[config.mk]
export PLATFORM = sky130hd
export DESIGN_NAME = downsample_engine
export DESIGN_NICKNAME = d
export VERILOG_FILES = /design/src/rtl/downsample_engine.sv
export SDC_FILE = /design/constraint.sdc
export NUM_CORES = 1
export LEC_CHECK = 0
export CAP_MARGIN = 10
export CORE_ASPECT_RATIO = 0.75
export CORE_MARGIN = 8
export CORE_UTILIZATION = 55
export CTS_CLUSTER_DIAMETER = 120
export DETAILED_ROUTE_END_ITERATION = 7
export PLACE_DENSITY = 0.78
export SYNTH_ARGS = -nofsm -noshare
export SYNTH_HDL_FRONTEND = slang
export SYNTH_SLANG_ARGS = --single-unit
[constraint.sdc]
create_clock -name clk -period 8.1 [get_ports clk]
set_input_delay 2.43 -clock clk [delete_from_list [all_inputs] [get_ports clk]]
set_output_delay 2.43 -clock clk [all_outputs]
set_load 0.05 [all_outputs]
[src/rtl/downsample_engine.sv]
// downsample_engine: reads an image from memory and writes it back reduced by F = 2^FACTOR_LOG2,
// either keeping the top-left pixel of each FxF block or writing the block average.
module downsample_engine #(
   parameter int DATA_W      = 8,
   parameter int ADDR_W      = 16,
   parameter int FACTOR_LOG2 = 1
) (
   input  logic              clk,
   input  logic              rst_n,
   input  logic              enable,
   input  logic              mode,
   input  logic [ADDR_W-1:0] src_base,
   input  logic [ADDR_W-1:0] dst_base,
   input  logic [ADDR_W-1:0] img_w,
   input  logic [ADDR_W-1:0] img_h,
   input  logic [DATA_W-1:0] din,
   output logic [ADDR_W-1:0] addr_out,
   output logic [DATA_W-1:0] dout,
   output logic              read,
   output logic              write,
   output logic              busy,
   output logic              finish
);
   localparam int F  = 1 << FACTOR_LOG2;
   localparam int CW = FACTOR_LOG2 + 1;
   localparam int AW = DATA_W + 2 * FACTOR_LOG2;
   localparam logic [CW-1:0]     SUB_LAST = CW'(F - 1);
   localparam logic [CW-1:0]     C_ONE    = CW'(1);
   localparam logic [ADDR_W-1:0] A_ONE    = ADDR_W'(1);

   typedef enum logic [2:0] {IDLE, RD, RD_WAIT, WR, DONE} state_t;

   state_t            state_q, state_d;
   logic              mode_q, mode_d;
   logic              finish_q, finish_d;
   logic [ADDR_W-1:0] src_q, src_d, dst_q, dst_d, w_q, w_d, ow_q, ow_d, oh_q, oh_d;
   logic [ADDR_W-1:0] ox_q, ox_d, oy_q, oy_d;
   logic [CW-1:0]     i_q, i_d, j_q, j_d;
   logic [AW-1:0]     acc_q, acc_d;
   logic [ADDR_W-1:0] rd_row, rd_addr, wr_addr, new_ow, new_oh;
   logic [DATA_W-1:0] res;
   logic              blk_last;

   always_ff @(posedge clk or negedge rst_n) begin
      if (!rst_n) begin
         state_q  <= IDLE;
         mode_q   <= 1'b0;
         finish_q <= 1'b0;
         src_q    <= '0;
         dst_q    <= '0;
         w_q      <= '0;
         ow_q     <= '0;
         oh_q     <= '0;
         ox_q     <= '0;
         oy_q     <= '0;
         i_q      <= '0;
         j_q      <= '0;
         acc_q    <= '0;
      end else begin
         state_q  <= state_d;
         mode_q   <= mode_d;
         finish_q <= finish_d;
         src_q    <= src_d;
         dst_q    <= dst_d;
         w_q      <= w_d;
         ow_q     <= ow_d;
         oh_q     <= oh_d;
         ox_q     <= ox_d;
         oy_q     <= oy_d;
         i_q      <= i_d;
         j_q      <= j_d;
         acc_q    <= acc_d;
      end
   end

   // all address arithmetic deliberately wraps at ADDR_W bits
   always_comb begin
      rd_row   = (oy_q << FACTOR_LOG2) + ADDR_W'(i_q);
      rd_addr  = src_q + rd_row * w_q + (ox_q << FACTOR_LOG2) + ADDR_W'(j_q);
      wr_addr  = dst_q + oy_q * ow_q + ox_q;
      res      = mode_q ? DATA_W'(acc_q >> (2 * FACTOR_LOG2)) : DATA_W'(acc_q);
      blk_last = !mode_q || (i_q == SUB_LAST && j_q == SUB_LAST);
      new_ow   = img_w >> FACTOR_LOG2;
      new_oh   = img_h >> FACTOR_LOG2;
   end

   always_comb begin
      state_d  = state_q;
      mode_d   = mode_q;
      finish_d = finish_q;
      src_d    = src_q;
      dst_d    = dst_q;
      w_d      = w_q;
      ow_d     = ow_q;
      oh_d     = oh_q;
      ox_d     = ox_q;
      oy_d     = oy_q;
      i_d      = i_q;
      j_d      = j_q;
      acc_d    = acc_q;
      read     = 1'b0;
      write    = 1'b0;
      addr_out = '0;
      dout     = '0;
      case (state_q)
         IDLE: if (enable) begin
            mode_d   = mode;
            src_d    = src_base;
            dst_d    = dst_base;
            w_d      = img_w;
            ow_d     = new_ow;
            oh_d     = new_oh;
            ox_d     = '0;
            oy_d     = '0;
            i_d      = '0;
            j_d      = '0;
            acc_d    = '0;
            finish_d = 1'b0;
            state_d  = (new_ow == '0 || new_oh == '0) ? DONE : RD;
         end
         RD: begin
            read     = 1'b1;
            addr_out = rd_addr;
            state_d  = RD_WAIT;
         end
         RD_WAIT: begin
            acc_d   = acc_q + AW'(din);
            state_d = blk_last ? WR : RD;
            i_d     = blk_last ? '0 : (j_q == SUB_LAST ? i_q + C_ONE : i_q);
            j_d     = (blk_last || j_q == SUB_LAST) ? '0 : j_q + C_ONE;
         end
         WR: begin
            write    = 1'b1;
            addr_out = wr_addr;
            dout     = res;
            acc_d    = '0;
            ox_d     = (ox_q == ow_q - A_ONE) ? '0 : ox_q + A_ONE;
            oy_d     = (ox_q == ow_q - A_ONE) ? oy_q + A_ONE : oy_q;
            state_d  = (ox_q == ow_q - A_ONE && oy_q == oh_q - A_ONE) ? DONE : RD;
         end
         DONE: begin
            finish_d = 1'b1;
            state_d  = IDLE;
         end
         default: state_d = IDLE;
      endcase
   end

   assign busy   = (state_q == RD) || (state_q == RD_WAIT) || (state_q == WR);
   assign finish = finish_q;

endmodule

==> results of run 1 <==
-- cells by family after synthesis --
kind of cell	count (synthesis)
buf+inv	449
compound gates	198
flops	114
fa+ha+maj	337
xor+xnor	153
simple gates	536
mux	42
-- what timing repair did --
item,4_1_cts,5_1_grt
cloned,1,0
endpoints found under the hold margin,0,0
gates resized for setup,74,47
pin swaps,59,57
setup endpoints to repair,9,10
buffers inserted,14,7
hold buffers,0,0
-- worst min path at each step --
stage,depth (start not counted),end,startpoint
2_1_floorplan,1,dst_q[0],dst_q[0]
3_3_place_gp,1,finish,finish
3_5_place_dp,1,finish,finish
4_1_cts,1,finish,finish
5_1_grt,1,finish,finish
6_report,1,finish,finish
-- report_power, final --
group	total [mW]	leakage [nW]	switching [mW]	internal [mW]
sequential	1.02	1.45	0.251	0.772
clock	0.797	0.284	0.332	0.465
combinational	4.43	7.65	2.51	1.92
total	6.25	9.39	3.09	3.16
-- routing by layer --
| layer | routed length, um | track usage (%) |
|---|---|---|
| met1 | 20300 | 37.7 |
| met2 | 21600 | 43.2 |
| met3 | 5140 | 8.44 |
| met4 | 1230 | 8.46 |
| met5 | 13 | 0 |
-- critical path: stages (launching register included) --
cell and delay, ns:
dfrtp_1 0.42, nand4_1 0.17, or3_4 0.38, nor2_4 0.10, xor2_2 0.19, nand2_1 0.12, fa_1 0.52, fa_1 0.54
fa_1 0.51, inv_2 0.04, fa_1 0.51, inv_1 0.06, fa_1 0.46, fa_2 0.39, xor2_2 0.16, xnor2_1 0.14
xnor2_1 0.27, xnor2_1 0.18, xnor2_1 0.16, xnor2_1 0.15, xnor3_2 0.36, xnor2_4 0.19, o22ai_4 0.18, buf_12 0.17
-- flip-flops by register name (all words and copies together) (netlist names), 2 cells and up --
name and cells:
acc_q 10, dst_q 16, i_q 2, j_q 2
oh_q 15, ox_q 16, oy_q 16, src_q 16
state_q 3, w_q 16
-- area by class of cell --
type                            count  share of cell area (%)
Antenna cell                        1                  0.0124
Clock buffer                       18                    2.18
Clock inverter                     14                   0.765
Inverter                          361                    6.73
Multi-Input combinational cell   1266                    60.5
Sequential cell                   114                    14.2
Tap cell                          392                    2.44
Timing Repair Buffer              288                    13.1
-- metrics by stage --
stage          worst slack [ns]  cells
2_1_floorplan            -0.352   1829
3_3_place_gp             -0.788   2401
3_5_place_dp             -0.958   2401
4_1_cts                   -1.07   2448
5_1_grt                   -1.37   2453
6_report                  -1.12   2454
-- cells in the mapped netlist (3+ instances only) --
cell,n
inv_1,357
nand2_1,219
fa_1,218
and2_1,119
ha_1,119
dfrtp_1,114
xnor2_1,113
o21ai_0,80
nor2_1,70
clkbuf_1,67
xor2_1,39
mux2_2,34
a21oi_1,33
nor3_1,27
nand3_1,23
a22o_1,14
buf_2,13
and3_1,12
nand2b_1,10
nor4_1,10
o21bai_1,10
o22ai_1,10
nand4_1,9
mux2i_1,8
a21o_1,7
o31ai_1,7
or3_1,7
a211o_1,6
a31oi_1,6
or2_2,6
nor2b_1,5
buf_1,4
clkinv_1,4
and4_1,3
nand4b_1,3
nor4_2,3
nor4b_1,3
o211ai_1,3
o21a_1,3
==> flow_metrics.env, run 1 <==
export IMPL_layout_commonest_cell="inv_1"
export IMPL_areaGrowthSynthToFinish_pct=24.7
export IMPL_yosys_area_share_adder_pct=36.3
export IMPL_cts_sinks=114
export IMPL_cts_tree="built"
export IMPL_critPathLaunchType="flip-flop"
export IMPL_required_ns=5.67
export IMPL_fillCellCount=2156
export IMPL_antenna_left=0
export IMPL_slew_violations=0
export IMPL_cts_reportedPaths_clkPinSlew_ns=0.06
export IMPL_slew_headroom_pct=36.8
export IMPL_final_min_clock_period_ns=9.22
export IMPL_first_iter_violations=1228
export IMPL_cp_arrival_ns=6.79
export IMPL_final_util_pct=69.4
export IMPL_synth_seq_cells=114
export IMPL_status="complete, but fails checks"
export IMPL_ys_types=65
export IMPL_crit_path_end_kind="output pin"
export IMPL_multi_input_area_um2=12200
export IMPL_numCtsBuffers=17
export IMPL_start_util_pct=55.7
export IMPL_r2r_end="ox_q[4]"
export IMPL_violations="setup timing"
export IMPL_netlist_area_leader_share_pct=27.0
export IMPL_r2r_slack_ns=3.41
export IMPL_synth_ff_type="dfrtp_1"
export IMPL_die_area_um2=35100
export IMPL_yosys_area_share_simple_pct=16.3
export IMPL_power_mw=6.25
export IMPL_seq_area_frac_synth_pct=17.7
export IMPL_hp_class="flip-flop to flip-flop"
export IMPL_timing_worst_slew_pin_value_ns=0.948
export IMPL_layout_nets=2461
export IMPL_syn_nets=2242
export IMPL_grt_max_degree=91
export IMPL_drc_errors=0
export IMPL_die_y_um=164
export IMPL_finish_instance_area_um2=20100
export IMPL_synthArstFlopShare_pct=100
export IMPL_first_pass_iters=5
export IMPL_synth_compound_area_share_pct=7.82
export IMPL_drt_wl_total_um=48300
export IMPL_vias=13600
export IMPL_insertion_delay_ns=0.44
export IMPL_clockRootBuffer="clkbuf_16"
export IMPL_postSynthCellCount=1829
export IMPL_reg2regPathDepth=11
export IMPL_gp_congestion=0.949
export IMPL_drive_gt1_share_pct=18.2
export IMPL_clock_fmax_ghz=0.108
export IMPL_startpoint="oy_q[3]"
export IMPL_power_leakage_nw=9.39
export IMPL_peakVddDrop_v=0.000204
export IMPL_io_pin_count=104
export IMPL_synth_mux_area_fraction_pct=2.87
export IMPL_yosys_warnings=0
export IMPL_hpwl_um=37400
export IMPL_crit_fanout=4
export IMPL_vias_per_cell=5.55
export IMPL_grt_overflow_total=0
export IMPL_portBuffers=102
export IMPL_dpl_cell_area_um2=18800
export IMPL_mostFrequentLayoutCells="346 x inv_1, 218 x nand2_1, 211 x fa_1, 166 x buf_4"
export IMPL_fin_ws_ns=-1.12
export IMPL_powerDensity_nw_per_um2=311
export IMPL_setup_viol=9
export IMPL_final_setup_tns_ns=-5.40
export IMPL_synth_top_family_by_area="adder cells"
export IMPL_syn_area_um2=16100
export IMPL_grt_pass1_vias=14400
export IMPL_timing_rr_start="w_q[5]"
export IMPL_crit_type="flip-flop to output pin"
export IMPL_crit_path_end="addr_out[15]"
export IMPL_grt_antenna_before_repair=1
export IMPL_die_x_um=214
export IMPL_synth_avg_cell_area_um2=8.83
export IMPL_seq_area_um2=2860
export IMPL_core_area_um2=29000
export IMPL_clock_path_buffers=2
export IMPL_synth_edf_count=0
export IMPL_rsz0062_at_grt="true"
export IMPL_grt_use_total_pct=28.0
export IMPL_wl_per_cell_um=19.7
export IMPL_h_tree_depth=4
export IMPL_timing_hold_ws_ns=0.502
export IMPL_synth_xor_area_share_pct=8.39
export IMPL_yosysTopAreaCell="fa_1"
export IMPL_hold_violations=0
export IMPL_rows=54
export IMPL_grt_pass1_wl_um=75800
export IMPL_finalCritPeriodShare_pct=114
export IMPL_finalClockSkew_ns=0.0182
export IMPL_synth_area_top_cells="fa_1 27%, dfrtp_1 18%, ha_1 9.2%, inv_1 8.3%, xnor2_1 6.1%"
export IMPL_cap_violations=0
Note: power is estimated with default switching activity, not from simulation.
==> inputs of run 2 (changes only) <==
--- a/config.mk
+++ b/config.mk
@@ -11,7 +11,8 @@
 export CORE_UTILIZATION = 55
 export CTS_CLUSTER_DIAMETER = 120
 export DETAILED_ROUTE_END_ITERATION = 7
-export PLACE_DENSITY = 0.78
+export MAX_ROUTING_LAYER = met4
+export PLACE_DENSITY = 0.87
 export SYNTH_ARGS = -nofsm -noshare
 export SYNTH_HDL_FRONTEND = slang
 export SYNTH_SLANG_ARGS = --single-unit
==> run 2 against run 1 <==
Critical endpoint unchanged. Combinational power is 2% lower. Utilization is 0.90 points lower. Largest cell class unchanged. Cell area is 1.3% lower. Hold slack better by 0.014 ns. Count of clock-buffer cells in the layout is 3 higher. Wire length is 2.0% higher. Flip-flop and latch count stayed put. The run still ends with setup timing left. Via count is 1.2% higher. Clock skew is 0.0041 ns higher. Global-route usage is 1.3 points higher. Critical path depth is 1 higher.
==> flow_metrics.env, run 2 (synthesis gave the netlist of run 1 again) <==
export IMPL_final_setup_tns_ns=-4.79
export IMPL_cp_arrival_ns=6.76
export IMPL_die_y_um=164
export IMPL_numCtsBuffers=17
export IMPL_slew_violations=0
export IMPL_hold_buffers=0
export IMPL_crit_fanout=15
export IMPL_final_min_clock_period_ns=9.19
export IMPL_setup_viol=8
export IMPL_timing_worst_slew_pin_value_ns=0.950
export IMPL_first_pass_iters=5
export IMPL_crit_path_end_kind="output pin"
export IMPL_cap_violations=0
export IMPL_rsz0062_at_grt="true"
export IMPL_layout_commonest_cell="inv_1"
export IMPL_vias_per_cell=5.63
export IMPL_rows=54
export IMPL_gp_congestion=0.981
export IMPL_power_mw=6.20
export IMPL_core_area_um2=29000
export IMPL_areaGrowthSynthToFinish_pct=23.1
export IMPL_grt_max_degree=64
export IMPL_powerDensity_nw_per_um2=312
export IMPL_grt_antenna_before_repair=0
export IMPL_cts_tree="built"
export IMPL_die_area_um2=35100
export IMPL_pwr_share_seq_pct=16.5
export IMPL_layout_nets=2454
export IMPL_drive_gt1_share_pct=17.2
export IMPL_dp_cells=2395
export IMPL_grt_pass1_vias=14600
export IMPL_switchingPower_mw=3.05
export IMPL_finish_instance_area_um2=19900
export IMPL_clock_fmax_ghz=0.109
export IMPL_dpl_cell_area_um2=18700
export IMPL_grt_use_total_pct=29.3
export IMPL_insertion_delay_ns=0.44
export IMPL_power_leakage_nw=9.33
export IMPL_p_comb_share_pct=70.2
export IMPL_hold_violations=0
export IMPL_clockRootBuffer="clkbuf_16"
export IMPL_finalCritPeriodShare_pct=113
export IMPL_internal_power_mw=3.15
export IMPL_drc_errors=0
export IMPL_drt_wl_total_um=49300
export IMPL_finalClockSkew_ns=0.0223
export IMPL_portBuffers=102
export IMPL_switching_share_pct=49.2
export IMPL_fin_cells=2446
export IMPL_fin_ws_ns=-1.09
export IMPL_status="complete, but fails checks"
export IMPL_worst_path_max_delay_cell="fa_1"
export IMPL_slew_headroom_pct=36.5
export IMPL_crit_top_cell="fa_1"
export IMPL_hp_class="flip-flop to flip-flop"
export IMPL_pwr_share_clk_pct=13.4
export IMPL_antenna_left=0
export IMPL_start_util_pct=55.7
export IMPL_cts_sinks=114
export IMPL_grt_pass1_wl_um=77100
export IMPL_io_pin_count=104
export IMPL_crit_chain="buf_4 -> buf_4 -> buf_4 -> xnor2_2 -> buf_4 -> and2_1 -> fa_1 -> inv_2 -> fa_1 -> fa_1 -> fa_1 -> inv_2 -> fa_1 -> inv_2 -> fa_1 -> inv_2 -> ha_4 -> and3_4 -> a211o_1 -> a21o_1 -> a21oi_2 -> xnor2_2 -> o22ai_4 -> buf_12"
export IMPL_die_x_um=214
export IMPL_cpPeakStageDelay_ns=0.55
export IMPL_required_ns=5.67
export IMPL_violations="setup timing"
export IMPL_critPathLaunchType="flip-flop"
export IMPL_first_iter_violations=1216
export IMPL_grt_overflow_total=0
export IMPL_place_ws_ns=-0.853
export IMPL_peakVddDrop_v=0.000244
export IMPL_diodes=0
export IMPL_mostFrequentLayoutCells="344 x inv_1, 219 x nand2_1, 213 x fa_1, 172 x buf_4, 115 x and2_1"
export IMPL_clock_path_buffers=2
export IMPL_r2r_slack_ns=3.41
export IMPL_crit_type="flip-flop to output pin"
export IMPL_h_tree_depth=4
export IMPL_timing_hold_ws_ns=0.516
export IMPL_hpwl_um=38600
export IMPL_vias=13800
export IMPL_cts_reportedPaths_clkPinSlew_ns=0.08
export IMPL_final_util_pct=68.5
export IMPL_wl_per_cell_um=20.1
## run 2: changes by cell type in the layout (fill, tap and decap cells not counted), moves of 4 or more
cell    change
nor2_2      +4
and2_1      +4
ha_4        -5
ha_1        +7
buf_4       +6
buf_6      -11
and2_4      -4
## run 2: metal layers
| metal | vias to the layer above | wire length [um] | part of all wire (%) | track usage, % |
|---|---|---|---|---|
| met5 | - | 0 | 0 | - |
| met3 | 146 | 5430 | 11 | 7.85 |
| met2 | 726 | 22500 | 46 | 44.9 |
| met4 | 0 | 1590 | 3.2 | 8.96 |
| li1 | 6088 | - | - | - |
| met1 | 6812 | 19700 | 40 | 37.9 |
## run 2: power groups by stage
stage | clock (mW) | combinational (mW) | sequential, mW
5_1_grt | 0.864 | 4.68 | 1.04
2_1_floorplan | 0 | 2.60 | 0.907
3_3_place_gp | 0 | 3.94 | 0.999
4_1_cts | 0.830 | 4.23 | 1.01
3_5_place_dp | 0 | 4.12 | 1.01
6_report | 0.830 | 4.35 | 1.02
## run 2: cell type report
| type | count | area, um2 |
|---|---|---|
| multi-input cells | 1266 | 12000 |
| clock inverters | 11 | 153 |
| repair buffers | 281 | 2540 |
| inverters | 361 | 1360 |
| fillers | 2093 | 9120 |
| well taps | 392 | 490 |
| flip-flops and latches | 114 | 2850 |
| clock buffers | 21 | 470 |
## run 2: final timing paths
kind / start / to / depth (start not counted)
max reg2reg: w_q[1] / ox_q[4] / 13
max in group asynchronous: rst_n / i_q[1] / 2
max: oy_q[4] / addr_out[15] / 24
min in group asynchronous: rst_n / dst_q[10] / 1
min reg2reg: finish / finish / 1
min: finish / finish / 1
## run 2: repair_timing
action	CTS	global route
setup buffers	12	10
pin swaps	28	28
setup endpoints to repair	10	10
resized for setup	63	25
## run 2: critical path: cells and delay by family (launching register included)
| family | cells | cell delay [ns] |
|---|---|---|
| flops | 1 | 0.42 |
| xor+xnor | 2 | 0.30 |
| fa+ha+maj | 7 | 3.32 |
| compound gates | 4 | 0.90 |
| buf+inv | 9 | 1.06 |
| simple gates | 2 | 0.31 |
